### src/rtl/prio_intr_pkg.sv
// Shared types and register map constants for the priority interrupt controller.
package prio_intr_pkg;

  typedef enum logic [1:0] {
    IDLE     = 2'd0,
    ARB      = 2'd1,
    WAIT_ACK = 2'd2
  } state_e;

  localparam logic [7:0] PEND_BASE   = 8'h40;
  localparam logic [7:0] MODE_BASE   = 8'h60;
  localparam logic [7:0] THRESH_ADDR = 8'h7F;

  function automatic int unsigned num_bytes(input int unsigned n);
    return (n + 7) / 8;
  endfunction

endpackage

### src/rtl/prio_intr_arb.sv
// Combinational max-finder over eligible sources; ties resolve to the lowest index.
module prio_intr_arb
  import prio_intr_pkg::*;
#(
  parameter int NUM_INTR = 16,
  parameter int PRIO_W   = 4,
  parameter int ID_W     = $clog2(NUM_INTR)
) (
  input  logic [NUM_INTR-1:0]             elig_i,
  input  logic [NUM_INTR-1:0][PRIO_W-1:0] prio_i,
  output logic                            found_o,
  output logic [ID_W-1:0]                 id_o,
  output logic [PRIO_W-1:0]               prio_o
);

  logic              found;
  logic [ID_W-1:0]   best_id;
  logic [PRIO_W-1:0] best_prio;

  // Strict '>' keeps the earlier (lower) index on equal priority.
  always_comb begin
    found     = 1'b0;
    best_id   = '0;
    best_prio = '0;
    for (int i = 0; i < NUM_INTR; i++) begin
      if (elig_i[i] && (!found || (prio_i[i] > best_prio))) begin
        found     = 1'b1;
        best_id   = ID_W'(i);
        best_prio = prio_i[i];
      end
    end
  end

  assign found_o = found;
  assign id_o    = best_id;
  assign prio_o  = best_prio;

endmodule

### src/rtl/prio_intr_ctrl.sv
// APB-programmable priority interrupt controller: per-source priority, level/edge mode,
// global threshold, and a valid/serviced handshake towards the processor.
module prio_intr_ctrl
  import prio_intr_pkg::*;
#(
  parameter int NUM_INTR = 16,
  parameter int PRIO_W   = 4,
  localparam int ID_W    = $clog2(NUM_INTR)
) (
  input  logic                pclk_i,
  input  logic                prst_n_i,
  input  logic                psel_i,
  input  logic                penable_i,
  input  logic                pwrite_i,
  input  logic [7:0]          paddr_i,
  input  logic [7:0]          pwdata_i,
  output logic [7:0]          prdata_o,
  output logic                pready_o,
  output logic                pslverr_o,
  input  logic [NUM_INTR-1:0] intr_active_i,
  output logic [ID_W-1:0]     intr_to_service_o,
  output logic [PRIO_W-1:0]   intr_prio_o,
  output logic                intr_valid_o,
  input  logic                intr_serviced_i
);

  localparam int NB = num_bytes(NUM_INTR);

  logic [NUM_INTR-1:0][PRIO_W-1:0] prio_q;
  logic [NUM_INTR-1:0]             mode_q;
  logic [PRIO_W-1:0]               thresh_q;
  logic [NUM_INTR-1:0]             pend_q, pend_d;
  logic [NUM_INTR-1:0]             prev_q;
  state_e                          state_q, state_d;
  logic [ID_W-1:0]                 id_q, id_d;
  logic [PRIO_W-1:0]               iprio_q, iprio_d;
  logic                            valid_q, valid_d;

  logic                access, wr_acc, hit;
  logic [7:0]          rdata;
  logic [NUM_INTR-1:0] prio_we, mode_we, w1c;
  logic [NB-1:0]       pend_sel, mode_sel;
  logic                thresh_we;
  logic [NB*8-1:0]     pend_pad, mode_pad;

  logic [NUM_INTR-1:0] elig, id_onehot;
  logic                other_elig, svc_clr;
  logic                win_found;
  logic [ID_W-1:0]     win_id;
  logic [PRIO_W-1:0]   win_prio;

  assign access   = psel_i & penable_i;
  assign wr_acc   = access & pwrite_i;
  assign pend_pad = (NB*8)'(pend_q);
  assign mode_pad = (NB*8)'(mode_q);

  always_comb begin
    hit       = 1'b0;
    rdata     = '0;
    prio_we   = '0;
    pend_sel  = '0;
    mode_sel  = '0;
    thresh_we = 1'b0;
    for (int i = 0; i < NUM_INTR; i++) begin
      if (paddr_i == 8'(i)) begin
        hit               = 1'b1;
        rdata[PRIO_W-1:0] = prio_q[i];
        prio_we[i]        = wr_acc;
      end
    end
    for (int k = 0; k < NB; k++) begin
      if (paddr_i == PEND_BASE + 8'(k)) begin
        hit         = 1'b1;
        rdata       = pend_pad[k*8 +: 8];
        pend_sel[k] = 1'b1;
      end
      if (paddr_i == MODE_BASE + 8'(k)) begin
        hit         = 1'b1;
        rdata       = mode_pad[k*8 +: 8];
        mode_sel[k] = 1'b1;
      end
    end
    if (paddr_i == THRESH_ADDR) begin
      hit               = 1'b1;
      rdata[PRIO_W-1:0] = thresh_q;
      thresh_we         = wr_acc;
    end
  end

  // Byte-lane selects expanded to per-source enables; W1C only touches edge-mode bits.
  always_comb begin
    mode_we = '0;
    w1c     = '0;
    for (int i = 0; i < NUM_INTR; i++) begin
      mode_we[i] = wr_acc & mode_sel[i/8];
      w1c[i]     = wr_acc & pend_sel[i/8] & pwdata_i[i%8] & mode_q[i];
    end
  end

  assign pready_o  = access;
  assign prdata_o  = access ? rdata : 8'h00;
  assign pslverr_o = access & ~hit;

  always_comb begin
    elig = '0;
    for (int i = 0; i < NUM_INTR; i++) begin
      elig[i] = pend_q[i] & (prio_q[i] != '0) & (prio_q[i] > thresh_q);
    end
  end

  assign id_onehot  = NUM_INTR'(1) << id_q;
  assign other_elig = |(elig & ~id_onehot);

  prio_intr_arb #(
    .NUM_INTR (NUM_INTR),
    .PRIO_W   (PRIO_W),
    .ID_W     (ID_W)
  ) u_arb (
    .elig_i  (elig),
    .prio_i  (prio_q),
    .found_o (win_found),
    .id_o    (win_id),
    .prio_o  (win_prio)
  );

  always_comb begin
    state_d = state_q;
    id_d    = id_q;
    iprio_d = iprio_q;
    valid_d = valid_q;
    svc_clr = 1'b0;
    unique case (state_q)
      IDLE: begin
        if (|elig) state_d = ARB;
      end
      ARB: begin
        if (win_found) begin
          id_d    = win_id;
          iprio_d = win_prio;
          valid_d = 1'b1;
          state_d = WAIT_ACK;
        end else begin
          state_d = IDLE;
        end
      end
      WAIT_ACK: begin
        if (intr_serviced_i) begin
          valid_d = 1'b0;
          id_d    = '0;
          iprio_d = '0;
          svc_clr = 1'b1;
          state_d = other_elig ? ARB : IDLE;
        end
      end
      default: state_d = IDLE;
    endcase
  end

  // A fresh rising edge beats a same-cycle service or W1C clear.
  always_comb begin
    pend_d = '0;
    for (int i = 0; i < NUM_INTR; i++) begin
      if (mode_q[i]) begin
        pend_d[i] = (intr_active_i[i] & ~prev_q[i]) |
                    (pend_q[i] & ~(w1c[i] | (svc_clr & id_onehot[i])));
      end else begin
        pend_d[i] = intr_active_i[i];
      end
    end
  end

  always_ff @(posedge pclk_i or negedge prst_n_i) begin
    if (!prst_n_i) begin
      prio_q   <= '0;
      mode_q   <= '0;
      thresh_q <= '0;
      pend_q   <= '0;
      prev_q   <= '0;
      state_q  <= IDLE;
      id_q     <= '0;
      iprio_q  <= '0;
      valid_q  <= 1'b0;
    end else begin
      for (int i = 0; i < NUM_INTR; i++) begin
        if (prio_we[i]) prio_q[i] <= pwdata_i[PRIO_W-1:0];
        if (mode_we[i]) mode_q[i] <= pwdata_i[i%8];
      end
      if (thresh_we) thresh_q <= pwdata_i[PRIO_W-1:0];
      pend_q  <= pend_d;
      prev_q  <= intr_active_i;
      state_q <= state_d;
      id_q    <= id_d;
      iprio_q <= iprio_d;
      valid_q <= valid_d;
    end
  end

  assign intr_to_service_o = id_q;
  assign intr_prio_o       = iprio_q;
  assign intr_valid_o      = valid_q;

endmodule
### config.mk
export PLATFORM = sky130hd
export DESIGN_NAME = prio_intr_ctrl
export DESIGN_NICKNAME = d
export VERILOG_FILES = /design/src/rtl/prio_intr_pkg.sv /design/src/rtl/prio_intr_arb.sv /design/src/rtl/prio_intr_ctrl.sv
export SDC_FILE = /design/constraint.sdc
export NUM_CORES = 1
export LEC_CHECK = 0
export ABC_AREA = 1
export BUFFER_PORTS_ARGS = -buffer_cell sky130_fd_sc_hd__buf_2
export CORE_ASPECT_RATIO = 1.75
export CORE_MARGIN = 2
export CORE_UTILIZATION = 50
export CTS_BUF_LIST = sky130_fd_sc_hd__clkbuf_4
export DETAILED_ROUTE_END_ITERATION = 8
export HOLD_SLACK_MARGIN = 0.03
export PLACE_DENSITY = 0.67
export RECOVER_POWER = 25
export SYNTH_ARGS = -nofsm -noshare
export SYNTH_HDL_FRONTEND = slang
export SYNTH_SLANG_ARGS = --single-unit
### constraint.sdc
create_clock -name pclk_i -period 21.5 [get_ports pclk_i]
set_input_delay 3.225 -clock pclk_i [delete_from_list [all_inputs] [get_ports pclk_i]]
set_output_delay 3.225 -clock pclk_i [all_outputs]
set_load 0.1 [all_outputs]
==> results.md, run 1 <==
Worst setup path:
- The worst register-to-register path has a depth of 154.
- The top fanout value on the critical path is 11.
- The source of the worst register-to-register timing path is thresh_q[3]$_DFFE_PN0P_.
- The slowest stage of the critical path belongs to the cell sky130_fd_sc_hd__dfrtp_1.
- Data arrives at the worst endpoint at 19.77 ns.
- The type of the worst setup path is register to register.
- The most used cell along the critical path is sky130_fd_sc_hd__nand2_1.
- The kind of launch point of the worst setup path is a register.
- The biggest cell delay along the critical path is 0.44 ns.
- The data required time of the worst path is ~22 ns.
- The worst register-to-register path ends at intr_to_service_o[3]$_DFFE_PN0P_.
- The kind of end point of the critical path is a register.
- In this run the register-to-register setup slack is 2.23 ns.

Status:
- The final reports fail on max-capacitance violations, max-slew violations.
- The flow ran to the end, but the final reports show violations.

Global routing:
- Entering global routing, the biggest net connects 82 pins.
- The via count of the first global-routing pass is 10.01k.
- The initial antenna violation count came to 1.
- The global-route total usage across every layer is 0.3155.
- The residual overflow from global routing is 0.
- The first-pass GRT wire length is 53.38 mm.

Floorplanning:
- The die outline height is slightly below 200 um.
- In this run the count of I/O pins placed on the die edge is 57.
- After floorplanning, the core was sized to cover between 20,000 and 25,000 um2.
- From left edge to right edge, the die measures about 110 um.
- The floorplan die area is 21,820 um2.
- The count of standard-cell rows is 69.
- The starting density of the core is 0.5079.

Clocking:
- The clock edge transition at the registers on the reported setup and hold paths is 0.14 ns.
- CTS saw 127 sinks.
- TritonCTS built the clock tree.
- The largest buffer count on any clock path is 2.
- The number of H-tree branching levels is 4.
- The tree is rooted in a sky130_fd_sc_hd__clkbuf_4.
- The clock latency on the worst-skew pair is 0.60 ns.
- Clock tree synthesis inserted a total of 17 buffers.

Yosys:
- For this run, the number of Yosys warnings is 0.
- The synthesized-area fraction occupied by and/or/nand/nor cells is 0.2899.
- The post-synthesis share of cell area spent on xor and xnor gates is 0.
- The flip-flop and latch count after synthesis is 127.
- The net count after synthesis is between 1.5k and 2k.
- The average instance in the mapped netlist occupies 7.096 um2.
- Ranked by total cell area, the synthesized netlist is headed by sky130_fd_sc_hd__dfrtp_1 (31%), sky130_fd_sc_hd__ha_1 (14%), sky130_fd_sc_hd__nand2_1 (14%).
- Of the total synthesized cell area, the portion taken by full adders, half adders and majority gates is 0.1433.
- By count the netlist is led by sky130_fd_sc_hd__nand2_1 (388), sky130_fd_sc_hd__inv_1 (180), sky130_fd_sc_hd__o21ai_0 (175).
- The proportion of register bits with asynchronous set or reset after synthesis is 1.000.
- The dominant combinational cell family by area after synthesis is simple AND/OR/NAND/NOR gates.
- The most common cell in the synthesized netlist is sky130_fd_sc_hd__nand2_1.
- For this run, the register share of the synthesized area comes to 0.3084.
- Synthesis produced roughly 1.5k cells.
- The mapped netlist covers 10,300 um2.
- The number of flops mapped to enable cells by yosys is 0.
- Of the post-synthesis cell area, the dominant cell type holds 0.3084.
- The compound-cell area share of the yosys netlist was 0.1749.
- The cell type contributing the most total cell area after synthesis is sky130_fd_sc_hd__dfrtp_1.
- After synthesis, the share of cell area in mux cells is 0.
- The prevailing post-synth register cell is sky130_fd_sc_hd__dfrtp_1.
- The number of distinct library cells after synthesis is 47.

Min path:
- The worst hold path cell count is 2.
- The min-delay analysis places its worst path in the category register to register.
- The source of the worst hold timing path is intr_prio_o[0]$_DFFE_PN0P_.
- The worst hold endpoint is intr_prio_o[0]$_DFFE_PN0P_.

STA:
- The hold violation total from the final report is 0.
- The post-route minimum period is 19.27 ns.
- The transition time of the tightest slew-check pin is 4.542 ns.
- Headroom to the max-slew limit came out at -2.028.
- The final clock period utilization by the worst path is 0.8963.
- The clock skew after layout is roughly 0.024 ns.
- The number of failing setup endpoints in the final timing report is 0.
- The aggregate negative setup slack is 0 ns.
- Setup slack closes at 2.229 ns.
- Setup repair after global routing left no endpoint under its margin.
- Based on the critical path, the design can be clocked at up to 51.89 MHz.
- The final max-slew violation count is 82.

Placement:
- Summing all placed instances gives a cell area of 10,830 um2.
- Detailed placement ended at an HPWL of between 20 and 30 mm.
- The global placement routability congestion is 0.9512.
- The number of buffers inserted by port buffering is 56.
- The post-place setup slack is 1.353 ns.

Cells and area:
- The fill cell total of the finished layout is about 2k.
- The area growth from synthesis to layout is 8.622%.
- At the end of the flow the core is filled with cells to 0.5517.
- The share of post-route cells with drive strength above 1 is 0.1022.
- Once layout is done, the placed cells without fillers occupy 11,190 um2.
- The final net count is 1,670.

Power:
- The fraction of power consumed by the clock network is 0.333.
- Dividing total power by cell area gives a power density of 50.84 nW/um2.
- In this run the power spent charging and discharging nets is around 0.21 mW.
- The static leakage is 5.739 nW.
- The portion of total power attributed to combinational logic is 0.205.
- The worst voltage drop across the vdd grid is 0.00004104 V.
- The share of total power dissipated in sequential elements is 0.462.
- Of the total power, the share spent switching nets is 0.3625.
- The internal power consumption is 0.3628 mW.

Drt:
- The count of vias placed by the detailed router is 10.43k.
- The violation count after the first detailed-routing iteration is 794.
- The per-cell via count in the routed design is 5.871.
- Once detail routing completed, the nets flagged for antenna violations numbered 0.
- Dividing the detail-routed wire length by the instance count gives between 15 and 20 um.
- After detailed routing, the total wire length is 33.84 mm.
- In the routed design, unresolved DRC markers number 0.
- The first detailed-routing pass took 9 iterations.

Job:
- Across the run, the number of max-cap violations was 1.
worst max path at each step:
stage / from / endpoint / cells past startpoint
3_5_place_dp: thresh_q[2]$_DFFE_PN0P_ / intr_to_service_o[2]$_DFFE_PN0P_ / 150
3_3_place_gp: thresh_q[3]$_DFFE_PN0P_ / intr_to_service_o[2]$_DFFE_PN0P_ / 148
5_1_grt: thresh_q[3]$_DFFE_PN0P_ / intr_to_service_o[3]$_DFFE_PN0P_ / 154
4_1_cts: thresh_q[3]$_DFFE_PN0P_ / intr_to_service_o[2]$_DFFE_PN0P_ / 150
6_report: thresh_q[3]$_DFFE_PN0P_ / intr_to_service_o[3]$_DFFE_PN0P_ / 154
2_1_floorplan: thresh_q[3]$_DFFE_PN0P_ / intr_to_service_o[1]$_DFFE_PN0P_ / 159
stage by stage:
step                hold slack, ns  instances  power (mW)
finish                      0.4938       1776      0.5691
global route                0.5254       1776      0.5923
CTS                         0.5009       1770      0.5703
detailed placement          0.4665       1738      0.3826
global placement            0.4615       1738      0.3807
floorplan                   0.4530       1452      0.3471
power groups by stage:
stage | logic (mW) | clock network, mW | registers [mW]
floorplan | 0.0589 | 0 | 0.288
global placement | 0.114 | 0 | 0.266
detailed placement | 0.116 | 0 | 0.266
CTS | 0.116 | 0.192 | 0.262
global route | 0.128 | 0.200 | 0.264
finish | 0.117 | 0.190 | 0.263
cells by family after synthesis:
family | count (synthesis)
flops | 127
simple gates | 677
fa+ha+maj | 118
buf+inv | 221
compound gates | 309
per-layer routing:
layer / routed length, um / track usage / up-vias
li1: - / - / 5044
met1: 12970 / 0.3612 / 4925
met2: 17220 / 0.5529 / 341
met3: 1384 / 0.03345 / 117
met4: 2266 / 0.2014 / 0
met5: 0 / 0 / -
registers in the layout, summed over array words and instances (netlist names):
signal / flops
intr_prio_o: 4
intr_to_service_o: 4
intr_valid_o: 1
mode_pad: 16
pend_pad: 16
prev_q: 16
prio_q: 64
state_q: 2
thresh_q: 4
cell type report:
type | count | area (um2) | area share
diodes | 1 | 2.502 | 0.0002236
clock buffers | 18 | 135.1 | 0.01207
clock inverters | 14 | 185.2 | 0.01655
inverters | 195 | 739.5 | 0.06607
multi-input cells | 1104 | 6279 | 0.5610
flip-flops and latches | 127 | 3178 | 0.2840
well taps | 248 | 310.3 | 0.02772
repair buffers | 69 | 362.8 | 0.03242
placed cells by master (no fill, tap or decap), drive strengths merged, types with 4 or more instances in the layout:
cell type | Yosys | layout
a211oi | 4 | 4
a31oi | 6 | 6
nor4 | 10 | 10
ha | 118 | 118
buf | 5 | 57
a22o | 4 | 4
and2 | 8 | 8
o21ai | 184 | 184
clkinv | 2 | 8
clkinvlp | 0 | 4
o211ai | 19 | 19
nand2 | 419 | 419
o21bai | 11 | 11
nor2 | 94 | 94
inv | 193 | 194
a221oi | 13 | 13
o31ai | 4 | 4
o2111ai | 5 | 5
nor3 | 13 | 13
dfrtp | 127 | 127
nand4 | 36 | 36
nand3 | 92 | 92
clkbuf | 21 | 30
a21oi | 48 | 48
critical path: cells and delay by family, from the launching register on:
family | cells | cell delay [ns]
flip-flops | 1 | 0.44
AO/OA/AOI/OAI | 39 | 5.13
AND/OR/NAND/NOR | 79 | 7.07
adder cells (fa/ha/maj) | 16 | 4.95
buffers and inverters | 20 | 1.53
what timing repair did:
action	in CTS	in global routing
endpoints found under the setup margin	0	8
setup buffers	0	5
hold buffers	0	0
gates resized for setup	0	6
No activity file was read; power rests on OpenSTA's default activity.
==> run 2, diff against run 1 <==
--- a/config.mk
+++ b/config.mk
@@ -13,7 +13,7 @@
 export CTS_BUF_LIST = sky130_fd_sc_hd__clkbuf_4
 export DETAILED_ROUTE_END_ITERATION = 8
 export HOLD_SLACK_MARGIN = 0.03
-export PLACE_DENSITY = 0.67
+export PLACE_DENSITY = 0.7
 export RECOVER_POWER = 25
 export SYNTH_ARGS = -nofsm -noshare
 export SYNTH_HDL_FRONTEND = slang
==> constraint.sdc (replaced) <==
create_clock -name pclk_i -period 16 [get_ports pclk_i]
set_input_delay 0 -clock pclk_i [delete_from_list [all_inputs] [get_ports pclk_i]]
set_output_delay 0 -clock pclk_i [all_outputs]
set_load 0.1 [all_outputs]
==> run 2 against run 1 <==
Net effect:
- final cell count up 14%
- combinational power grew 64%
- setup slack got worse by 3.5 ns
- routed wire length grew 12%
- clock-buffer cell count stayed put
- global-route usage is 2.5 points higher
- flip-flop and latch count is the same
- utilization is 13 points higher
- the flow finishes with violations (max-capacitance violations, max-slew violations, negative setup slack)
==> results.md, run 2 (synthesis results as in run 1) <==
Cells and area:
- The final standard cell count with taps included and fillers excluded is 2,023 (+14%).
- In the layout the commonest cells are sky130_fd_sc_hd__nand2_1 (341), sky130_fd_sc_hd__buf_4 (226), sky130_fd_sc_hd__inv_1 (164), sky130_fd_sc_hd__o21ai_0 (132), sky130_fd_sc_hd__dfrtp_1 (127).
- The register area came to 3178 um2 (unchanged).
- Counting flops per register, the top entry is prio_q.
- The number of flip-flops under the largest register name came to 64 (unchanged).
- The combined area of the multi-input logic cells is 7106 um2 (+13%).
- The share of post-route cells with drive strength above 1 is 0.2897 (+0.1876).
- The most common library cell in the layout ignoring fill and taps is sky130_fd_sc_hd__nand2_1.
- The area growth from synthesis to layout is 34.74%.
- The post-route cell area is 13,880 um2 (+24%).
- The final net count is 1,918 (+15%).
- The fill cell total of the finished layout is 1,674 (-17%).

Min path:
- The worst hold path cell count is 2 (unchanged).
- The worst hold endpoint is prev_q[15]$_DFF_PN0_.
- The type of the worst min-delay path is input port to register.
- The source of the worst hold timing path is intr_active_i[15].

Global routing:
- The first-pass GRT wire length is 58.23 mm (+9.1%).
- The initial antenna violation count came to 1 (unchanged).
- The global-route total usage across every layer was 0.3401 (+0.02456).
- The residual overflow from global routing is 0 (unchanged).
- The via count of the first global-routing pass is 11.67k (+16%).
- The largest net degree at the start of global routing came to 82 (unchanged).

Worst setup path:
- The arrival time at the worst endpoint is 17.81 ns (-1.96 ns).
- The data required time of the worst path is 16.51 ns (-5.49 ns).
- The biggest cell delay along the critical path is 0.41 ns (-0.03 ns).
- The path depth of the worst reg2reg path is 157 (+1.9%).
- The cell with the largest stage delay on the worst path is sky130_fd_sc_hd__dfrtp_1.
- The end of the worst register-to-register path is intr_prio_o[1]$_DFFE_PN0P_.
- The top fanout value on the critical path is 8 (-3).
- In this run the critical register-to-register path is launched from thresh_q[3]$_DFFE_PN0P_.
- The setup slack of the worst register-to-register path is -1.30 ns (-3.53 ns).
- The kind of launch point of the worst setup path is a register.
- The type of the worst setup path is register to register.
- The kind of end point of the critical path is a register.
- Among the stages of the critical path, the cell type that occurs most often is sky130_fd_sc_hd__nand2_2.

Drt:
- The first-pass iteration count of the detailed router is 7 (-2).
- The final wirelength came to 37.94 mm (+12%).
- The DRC violation count after routing is 0 (unchanged).
- The post-detailed-route wirelength per cell is 18.76 um (-1.6%).
- The per-cell via count in the routed design is 5.847 (-0.41%).
- The violation count after the first detailed-routing iteration came to 1,061 (+34%).
- The count of vias placed by the detailed router is 11.83k (+13%).
- The count of antenna-violating nets left after detailed routing is 0 (unchanged).

STA:
- Setup repair after global routing could not meet its margin everywhere.
- The final worst hold slack is 0.04226 ns (-0.4515 ns).
- The clock skew after layout came to 0.02858 ns (+0.004610 ns).
- The transition time of the tightest slew-check pin is 2.598 ns (-1.944 ns).
- The post-route minimum period came to 17.30 ns (-1.973 ns).
- The achievable clock frequency is 57.81 MHz (+11%).
- The final clock period utilization by the worst path is 1.081 (+0.1848).
- The final max-slew violation count is 73 (-11%).
- The number of failing setup endpoints in the final timing report is 8 (+8).
- The setup slack after layout is -1.297 ns (-3.527 ns).
- The worst relative slew slack is -0.7322 (+1.296).
- The aggregate negative setup slack came to -10.01 ns (-10.01 ns).
- The hold violation total from the final report is 0 (unchanged).

Power:
- The power density normalized to cell area is 54.82 nW/um2 (+7.8%).
- The static leakage is 6.944 nW (+21%).
- The worst voltage drop across the vdd grid is 0.00005469 V (+33%).

Job:
- The max-cap violation count came to 2 (+1).

Floorplanning:
- The top-level I/O count was 57 (unchanged).
- The count of standard-cell rows is 69 (unchanged).
- The area of the core is 20,290 um2 (unchanged).
- The horizontal die dimension is 112.5 um (unchanged).
- The die outline height is 193.9 um (unchanged).
- The floorplan die area is 21,820 um2 (unchanged).
- The starting density of the core came to 0.5079 (unchanged).

Status:
- The final reports fail on max-capacitance violations, max-slew violations, negative setup slack.
- The run finished, with violations left.

Placement:
- The area of placed instances came to 11,930 um2 (+10%).
- The number of buffers inserted by port buffering is 56 (unchanged).
- The total placed cells including tap cells is 1,864 (+7.2%).
- The global placement routability congestion is 0.9633 (+1.3%).
- The placed wire-length estimate after detailed placement came to 26.59 mm (+2.8%).
- The post-place setup slack was -1.412 ns (-2.766 ns).

Clocking:
- The number of CTS-inserted buffers was 17 (unchanged).
- The clock edge transition at the registers on the reported setup and hold paths is 0.13 ns (about the same).
- The largest buffer count on any clock path is 2 (unchanged).
- The number of H-tree branching levels is 4 (unchanged).
- The number of sinks driven by the clock tree is 127 (unchanged).
- TritonCTS built the clock tree.
- The tree is rooted in a sky130_fd_sc_hd__clkbuf_4.
- The clock latency on the worst-skew pair came to 0.60 ns (about the same).
==> run 2: cell count changes in the layout (fill, tap and decap cells not counted), sizes merged <==
cell | previous run | this run
bufinv | 3 | 1
dlygate4sd3 | 0 | 27
clkbuf | 30 | 36
nand2 | 419 | 421
clkinvlp | 4 | 5
buf | 57 | 270
==> run 2: metal layers <==
layer / up-vias / part of all wire / GRT usage / routed length [um]
li1: 5536 / - / - / -
met1: 5578 / 0.35 / 0.3574 / 13220
met2: 506 / 0.52 / 0.6008 / 19560
met3: 208 / 0.051 / 0.05439 / 1950
met4: 0 / 0.085 / 0.2525 / 3219
met5: - / 0 / 0 / 0
==> run 2: critical path, delay by kind of cell, from the launching register on <==
| kind | cells | cell delay (ns) |
|---|---|---|
| AOI/OAI and AO/OA | 35 | 3.76 |
| adders and majority gates | 16 | 4.35 |
| buffers and inverters | 22 | 1.46 |
| DFF | 1 | 0.41 |
| and+or+nand+nor | 84 | 7.20 |
==> run 2: worst max path at each step <==
stage | from | to | slack (ns) | depth (start not counted)
6_report | thresh_q[3]$_DFFE_PN0P_ | intr_prio_o[1]$_DFFE_PN0P_ | -1.30 | 157
5_1_grt | thresh_q[1]$_DFFE_PN0P_ | intr_prio_o[1]$_DFFE_PN0P_ | -2.45 | 158
4_1_cts | thresh_q[3]$_DFFE_PN0P_ | intr_to_service_o[3]$_DFFE_PN0P_ | -0.86 | 154
3_5_place_dp | thresh_q[3]$_DFFE_PN0P_ | intr_prio_o[1]$_DFFE_PN0P_ | -1.41 | 155
3_3_place_gp | thresh_q[3]$_DFFE_PN0P_ | intr_prio_o[1]$_DFFE_PN0P_ | -0.80 | 142
2_1_floorplan | thresh_q[3]$_DFFE_PN0P_ | intr_to_service_o[1]$_DFFE_PN0P_ | -0.21 | 160
==> run 2: what timing repair did <==
action,4_1_cts,5_1_grt
hold buffers,28,0
setup buffers,78,19
setup endpoints to repair,8,8
gates cloned,2,0
endpoints found under the hold margin,88,0
resized for setup,100,69
pin swaps,105,100
==> run 2: final cells by class <==
class | count | area share
inverter | 195 | 0.05452
clock buffer | 18 | 0.009733
multi-input combinational | 1106 | 0.5118
antenna | 1 | 0.0001802
sequential | 127 | 0.2289
tap | 248 | 0.02235
timing repair buffer | 315 | 0.1642
clock inverter | 13 | 0.008291
==> run 2: power by group <==
group          total (mW)  switching, mW  internal, mW
clock network       0.217          0.139        0.0780
logic               0.192          0.129        0.0623
registers           0.352         0.0181         0.334
==> run 2: stage by stage <==
step	total power, mW	utilization
2_1_floorplan	0.4684	-
3_3_place_gp	0.5204	0.5882
5_1_grt	0.7915	0.6843
6_report	0.7611	0.6843
3_5_place_dp	0.5242	0.5882
4_1_cts	0.7536	0.6641
